**src/rtl/transpose_sched.sv**
```systemverilog
// transpose_sched: sequences a bank of transpose FIFOs through one pass.
// A pass loads one row per FIFO (LOAD), then shifts all FIFOs out with a
// diagonal skew so column k starts k cycles after column 0 (RUN), then
// pulses done for one cycle (DONE) and returns to IDLE.
//
// Handshake: a row beat transfers on a rising edge where ld_valid and
// ld_ready are both high; ld_valid may drop at any time to stall loading,
// and the block never times out a stalled load.
module transpose_sched #(
  parameter int DEPTH    = 8,
  parameter int NUM_FIFO = 8,
  localparam int LDW     = (NUM_FIFO > 1) ? $clog2(NUM_FIFO) : 1,
  localparam int CW      = $clog2(DEPTH + NUM_FIFO)
) (
  input  logic                clk,
  input  logic                rst_n,
  input  logic                start,
  input  logic                ld_valid,
  output logic                ld_ready,
  output logic [NUM_FIFO-1:0] wr_en,
  output logic [NUM_FIFO-1:0] fifo_en,
  output logic [NUM_FIFO-1:0] col_valid,
  output logic                busy,
  output logic                done,
  output logic [1:0]          state_dbg,
  output logic [LDW-1:0]      ld_cnt_dbg,
  output logic [CW-1:0]       run_cnt_dbg
);

  typedef enum logic [1:0] {
    S_IDLE = 2'd0,
    S_LOAD = 2'd1,
    S_RUN  = 2'd2,
    S_DONE = 2'd3
  } state_t;

  localparam logic [LDW-1:0] LD_LAST  = LDW'(NUM_FIFO - 1);
  localparam logic [CW-1:0]  RUN_LAST = CW'(DEPTH + NUM_FIFO - 2);

  state_t         state, state_nxt;
  logic [LDW-1:0] ld_cnt, ld_cnt_nxt;
  logic [CW-1:0]  run_cnt, run_cnt_nxt;
  logic           accept;

  // State and counter registers; reset aborts any pass in progress.
  always_ff @(posedge clk) begin
    if (!rst_n) begin
      state   <= S_IDLE;
      ld_cnt  <= '0;
      run_cnt <= '0;
    end else begin
      state   <= state_nxt;
      ld_cnt  <= ld_cnt_nxt;
      run_cnt <= run_cnt_nxt;
    end
  end

  assign accept = (state == S_LOAD) && ld_valid;

  // Next-state and counter update: start only counts in IDLE, loading
  // advances one FIFO per accepted beat, RUN spans DEPTH+NUM_FIFO-1 cycles.
  always_comb begin
    state_nxt   = state;
    ld_cnt_nxt  = ld_cnt;
    run_cnt_nxt = run_cnt;
    case (state)
      S_IDLE: begin
        if (start) begin
          state_nxt  = S_LOAD;
          ld_cnt_nxt = '0;
        end
      end
      S_LOAD: begin
        if (accept) begin
          if (ld_cnt == LD_LAST) begin
            state_nxt   = S_RUN;
            run_cnt_nxt = '0;
          end else begin
            ld_cnt_nxt = ld_cnt + LDW'(1);
          end
        end
      end
      S_RUN: begin
        if (run_cnt == RUN_LAST) begin
          state_nxt = S_DONE;
        end else begin
          run_cnt_nxt = run_cnt + CW'(1);
        end
      end
      S_DONE: begin
        state_nxt = S_IDLE;
      end
      default: begin
        state_nxt = S_IDLE;
      end
    endcase
  end

  // Output decode: one-hot load strobe and the diagonal shift window.
  always_comb begin
    ld_ready = (state == S_LOAD);
    wr_en    = '0;
    fifo_en  = '0;
    if (accept) begin
      wr_en = NUM_FIFO'(1) << ld_cnt;
    end
    for (int k = 0; k < NUM_FIFO; k++) begin
      fifo_en[k] = (state == S_RUN) &&
                   (int'(run_cnt) >= k) &&
                   (int'(run_cnt) < k + DEPTH);
    end
    col_valid = fifo_en;
    busy      = (state != S_IDLE);
    done      = (state == S_DONE);
  end

  assign state_dbg   = state;
  assign ld_cnt_dbg  = ld_cnt;
  assign run_cnt_dbg = run_cnt;

endmodule

```
**config.mk**
```make
export PLATFORM = sky130hd
export DESIGN_NAME = transpose_sched
export DESIGN_NICKNAME = d
export VERILOG_FILES = /design/src/rtl/transpose_sched.sv
export SDC_FILE = /design/constraint.sdc
export NUM_CORES = 1
export LEC_CHECK = 0
export BUFFER_PORTS_ARGS = -buffer_cell sky130_fd_sc_hd__buf_2
export CAP_MARGIN = 20
export CORE_MARGIN = 1.5
export CORE_UTILIZATION = 45
export CTS_CLUSTER_SIZE = 28
export DETAILED_ROUTE_END_ITERATION = 8
export GPL_ROUTABILITY_DRIVEN = 0
export GPL_TIMING_DRIVEN = 0
export PLACE_DENSITY_LB_ADDON = 0.2
export SYNTH_ARGS = -nofsm -noshare
export SYNTH_HDL_FRONTEND = slang
export SYNTH_SLANG_ARGS = --single-unit
```
**constraint.sdc**
```tcl
create_clock -name clk -period 3 [get_ports clk]
set_input_delay 0.3 -clock clk [delete_from_list [all_inputs] [get_ports clk]]
set_output_delay 0.3 -clock clk [all_outputs]
set_load 0.05 [all_outputs]
```
==> impl_metrics.yaml, run 1 <==
status:
  status: "finished, final reports clean"
place:
  dp_hpwl_mm: 1.66
  dp_cells: 187
  numPortBuffers: 39
sta:
  slew_headroom_pct: 69.4
  slew_viol_final: 0
  tns_ns: 0
  min_period_ns: 2.17
  max_freq_ghz: 0.460
  hold_viol_final: 0
  period_share_pct: 72.4
  fin_skew_ns: 0.00691
  worst_pin_slew_ns: 0.455
  hold_ws_ns: 0.339
  setup_viol: 0
  rsz0062_at_grt: "no"
clock_network:
  clockBufferDepth: 2
  clock_latency_ns: 0.27
  post_cts_buffers: 0
  h-tree-depth: 1
  cts_resized: 0
  numCtsBuffers: 3
  hold_buffers: 0
  cts_sinks: 9
  cts-root-buf: "clkbuf_4"
  cts_tree: "done"
  cts.clk_slew.worst_paths_ns: 0.06
die:
  core-area_sq_um: 2000
  ios: 40
  die_area_sq_um: 2440
  num_rows: 16
  dieWidth_microns: 49.4
  initial_utilization_pct: 48.4
  die_h_microns: 49.4
route:
  dr_total_vias: 972
  drtAntennaViolNets: 0
  avgViaCountPerCell: 5.09
  drt-total-wl_mm: 2.10
  drcViolationCount: 0
  drt_iter0_markers: 22
  drt_pre_antenna_iters: 4
  wl_per_cell_microns: 11.0
synth:
  yosys-top-cells-area: "ha_1 19%, dfxtp_1 19%, buf_4 6.2%"
  avgSynthCellArea_sq_um: 8.00
  yosysWarnings: 0
  yosysSeqAreaShare_pct: 18.6
  synth.net_count: 140
  yosysTopAreaCellShare_pct: 19.4
  synth_cells: 121
  syn_area_sq_um: 968
  synth.ff_latch_count: 9
  synth_cell_type_count: 42
  yosys.area.top_type: "ha_1"
critical_path:
  path_cells: "inv_1, ha_1, inv_2, a311oi_2, buf_4, buf_2"
  end_kind: "primary output"
  cp_max_fo: 9
  cp-start-kind: "flip-flop"
  crit_slowest_cell: "ha_1"
  crit_required_ns: 2.70
  cpPeakStageDelay_ns: 0.37
  critPathKind: "flip-flop to primary output"
  worstPathArrival_ns: 1.87
global_routing:
  overflow: 0
  grt_pass1_wl_mm: 3.21
  grt_max_degree: 11
  grt_use_total_pct: 16.9
  antenna_found_initial: 0
  grt_pass1_vias: 770
finish:
  finalNonFillerCells: 191
  fin_nets: 184
  antenna_cells: 0
  area_growth_pct: 27.0
  drive_above_1_share_pct: 36.6
pwr:
  leakage_nw: 0.676
  irDropWorstVdd_v: 0.000686
  power_density_nw_per_um2: 702
run:
  drv_cap: 0
worst_hold_path:
  hold_class: "input pin to flip-flop"
-- final timing paths --
| check | start | cells after the start | slack (ns) | end |
|---|---|---|---|---|
| hold reg to reg | ld_cnt_dbg[1]$_SDFFE_PN0P_ | 2 | 0.52 | ld_cnt_dbg[1]$_SDFFE_PN0P_ |
| hold / removal | rst_n | 3 | 0.34 | ld_cnt_dbg[0]$_SDFFE_PN0P_ |
| setup reg to reg | ld_cnt_dbg[0]$_SDFFE_PN0P_ | 5 | 1.32 | state_dbg[1]$_SDFFE_PN0P_ |
| setup / recovery | state_dbg[0]$_SDFFE_PN0P_ | 6 | 0.83 | fifo_en[1] |
-- cell type report --
cell class	count	area, sq um
tap	27	33.8
multi-input combinational	86	651
clock buffer	4	26.3
fill	199	772
sequential	9	180
inverter	14	52.6
timing repair buffer	39	195
buffer	12	91.3
-- synth_stat cells (all sizes together) --
library cell	count
a211o	2
a211oi	1
a21bo	1
a21boi	1
a21oi	6
a221oi	1
a22oi	1
a311oi	1
and2	1
and3	7
and4b	1
buf	11
clkbuf	1
clkinv	1
dfxtp	9
ha	15
inv	13
mux2i	4
nand2	13
nand2b	3
nand3	4
nand3b	2
nand4	1
nand4b	1
nor2	7
nor2b	1
nor3b	1
o211ai	1
o21ai	3
o22a	1
o22ai	1
o32ai	1
o41ai	1
or2b	1
xnor2	2
-- stage by stage --
stage               power [W]  worst slack [ns]  utilization [%]  area [sq um]
finish               0.000864             0.827             61.4          1230
global route         0.000918             0.680             61.4          1230
CTS                  0.000867             0.825             61.4          1230
detailed placement   0.000770              1.13             60.1          1200
global placement     0.000758              1.15             60.1          1200
floorplan            0.000663             0.275                -           975
-- report_power, final --
part	total [W]	internal [W]	switching, W
Combinational	0.000594	0.000182	0.000412
Clock	0.0000957	0.0000514	0.0000444
Sequential	0.000174	0.000143	0.0000318
-- placed cells by master, fill, tap and decap left out, types with 2 or more instances in the layout --
cell	n
buf_2	40
ha_1	15
nand2_1	13
inv_1	12
dfxtp_1	9
buf_4	8
and3_1	7
nor2_1	7
a21oi_1	5
mux2i_1	4
nand3_1	3
clkbuf_4	3
buf_6	2
o21ai_0	2
xnor2_1	2
a211o_1	2
clkbuf_1	2
nand2b_1	2
nand3b_1	2
-- critical path, delay by kind of cell (launching register included) --
family / cells / cell delay, ns
buf+inv: 4 / 0.66
fa+ha+maj: 1 / 0.37
flops: 1 / 0.33
compound gates: 1 / 0.24
-- cells by family (layout without fill, tap and decap cells) --
kind of cell | count (synthesis) | count (layout) | synth area share [%]
simple gates | 43 | 43 | 24.9
buf+inv | 26 | 69 | 14.9
compound gates | 22 | 22 | 16.3
fa+ha+maj | 15 | 15 | 19.4
flops | 9 | 9 | 18.6
mux | 4 | 4 | 4.13
xor+xnor | 2 | 2 | 1.81
-- metal layers --
metal  vias up  part of all wire, %  track usage, %  wire, microns
li1        493                    -               -              -
met1       452                   46            20.3            958
met2        23                   48            28.8           1010
met3         4                  5.0            5.52            105
met4         0                  1.0            4.17             21
met5         -                    0               0              0
-- state kept, by name, indices dropped and copies added (netlist names) --
signal,flops
ld_cnt_dbg,3
run_cnt_dbg,4
state_dbg,2
Note: power is estimated with default switching activity, not from simulation.
==> inputs of run 2 (changes only) <==
ABC_AREA = 1   (was not set)
clock period = 2.1 ns   (was 3 ns; I/O delays follow)
==> run 2 against run 1 <==
- critical path depth increased by 1
- die area increased by 0.73%
- largest cell class unchanged
- largest power group unchanged
- sequential cell count unchanged
- register-to-register slack got worse by 0.73 ns
- sequential share of layout area decreased by 1.4 points
- critical path type unchanged
- area after synthesis increased by 0.78%
- critical endpoint unchanged
- non-clock buffer count decreased by 2
- via count increased by 9.8%
- clock power increased by 45%
- final cell count increased by 16%
- combinational power increased by 140%
==> impl_metrics.yaml, run 2 <==
status:
  status: "finished, final reports clean"
sta:
  min_period_ns: 2.01
  setup_viol: 0
  slew_headroom_pct: 72.6
  worst_pin_slew_ns: 0.410
  period_share_pct: 95.8
  rsz0062_at_grt: "no"
  slew_viol_final: 0
  hold_viol_final: 0
  fin_skew_ns: 0.000528
  tns_ns: 0
  max_freq_ghz: 0.497
synth:
  synth_cell_type_count: 21
  synth.net_count: 172
  synth.ff_latch_count: 9
  yosys.area.top_type: "ha_1"
  ys.flop_type: "dfxtp_1"
  avgSynthCellArea_sq_um: 6.38
  syn_area_sq_um: 976
  synth_most_common_cell: "nor2_1"
  async_flop_share_pct: 0
  yosysSeqAreaShare_pct: 18.5
  yosys-top-cells-area: "ha_1 19%, dfxtp_1 18%, nor2_1 13%"
  yosysWarnings: 0
  synth_edf_count: 0
  ys_top_cells_by_count: "34 x nor2_1, 30 x nand2_1, 24 x inv_1, 15 x ha_1, 10 x buf_4"
  yosysTopAreaCellShare_pct: 19.2
  synth_cells: 153
worst_hold_path:
  hold_class: "input pin to flip-flop"
route:
  drtAntennaViolNets: 0
  dr_total_vias: 1067
  avgViaCountPerCell: 4.81
  wl_per_cell_microns: 10.1
  drcViolationCount: 0
  drt-total-wl_mm: 2.24
  drt_iter0_markers: 10
  drt_pre_antenna_iters: 4
critical_path:
  end_kind: "primary output"
  worstPathArrival_ns: 1.80
  critPathKind: "flip-flop to primary output"
  crit_required_ns: 1.89
  cp-start-kind: "flip-flop"
  cp_max_fo: 8
finish:
  postLayoutCoreUtil_pct: 70.5
  mostFrequentLayoutCells: "37 x buf_2, 29 x nand2_1, 29 x nor2_1, 24 x inv_1, 13 x ha_1"
  fin_nets: 215
  drive_above_1_share_pct: 43.6
  largest_reg_flops: 4
  area_growth_pct: 44.6
  postLayoutCellArea_sq_um: 1410
  fill_cells: 184
  final_common_cell: "buf_2"
  antenna_cells: 0
  multi_input_comb_area_sq_um: 785
  final-seq-area_sq_um: 186
pwr:
  irDropWorstVdd_v: 0.000849
  finalPower_w: 0.00191
  leakage_nw: 0.804
  power_density_nw_per_um2: 1350
clock_network:
  h-tree-depth: 1
  clock_latency_ns: 0.26
  cts.clk_slew.worst_paths_ns: 0.06
  cts_tree: "done"
  cts-root-buf: "clkbuf_4"
  cts_sinks: 9
  numCtsBuffers: 3
  post_cts_buffers: 0
  clockBufferDepth: 2
place:
  dpl-instance-area_sq_um: 1380
  numPortBuffers: 38
  dp_hpwl_mm: 1.86
die:
  ios: 40
  die_area_sq_um: 2460
  num_rows: 16
  die_h_microns: 49.6
  dieWidth_microns: 49.6
  initial_utilization_pct: 48.8
  core-area_sq_um: 2000
global_routing:
  grt_use_total_pct: 18.7
  grt_max_degree: 10
  grt_pass1_wl_mm: 3.74
  overflow: 0
  grt_pass1_vias: 882
  antenna_found_initial: 0
run:
  drv_cap: 0
-- run 2: through the flow --
step,std cells,setup WS [ns],hold WS (ns)
after detailed placement,218,0.286,0.500
final,222,0.0888,0.222
after floorplan,153,0.00333,0.474
after CTS,222,0.0804,0.220
after global placement,218,0.326,0.496
after global routing,222,0.00112,0.234
-- run 2: logic make-up (layout without fill, tap and decap cells) --
logic type,count (synthesis),in the layout,synth area share [%]
buf+inv,37,79,18.8
flops,9,9,18.5
fa+ha+maj,15,15,19.2
compound gates,10,10,6.28
simple gates,82,82,37.2
-- run 2: power breakdown --
group          total, W  leakage (nW)  switching [W]  internal (W)
Sequential     0.000321        0.0760      0.0000896      0.000232
Combinational   0.00145         0.713        0.00105      0.000395
Clock          0.000139        0.0150      0.0000651     0.0000735
-- run 2: cell type report --
class	instances	area share, %
multi-input cells	107	55.6
repair buffers	38	13.7
well taps	27	2.39
inverters	26	6.91
flip-flops and latches	9	13.2
plain buffers	11	6.38
clock buffers	4	1.86
-- run 2: metal layers --
metal	global-route usage, %	share of wire, %	vias to the layer above
met3	2.12	5.5	2
met2	33.8	50	33
met5	0	0	-
met1	23.5	44	490
met4	4.17	0.85	0
li1	-	-	542
-- run 2: critical path, stage by stage (launching register included) --
cell      delay [ns]
dfxtp_2         0.33
buf_4           0.16
nor2_1          0.34
inv_1           0.14
nor2_1          0.19
nor3_4          0.05
buf_4           0.13
clkbuf_4        0.20
-- run 2: final timing paths --
check	startpoint	end	slack [ns]	cells after the start
worst max register to register	ld_cnt_dbg[0]$_SDFFE_PN0P_	state_dbg[0]$_SDFFE_PN0P_	0.59	9
worst min-delay path	rst_n	run_cnt_dbg[2]$_SDFFE_PN0P_	0.22	3
worst min register to register	state_dbg[1]$_SDFFE_PN0P_	state_dbg[1]$_SDFFE_PN0P_	0.52	2
worst max-delay path	run_cnt_dbg[2]$_SDFFE_PN0P_	fifo_en[1]	0.09	7
-- run 2: timing repair --
action	4_1_cts	5_1_grt
gates resized for setup	1	1
hold endpoints to repair	0	0
hold buffers	0	0
setup endpoints to repair	1	1
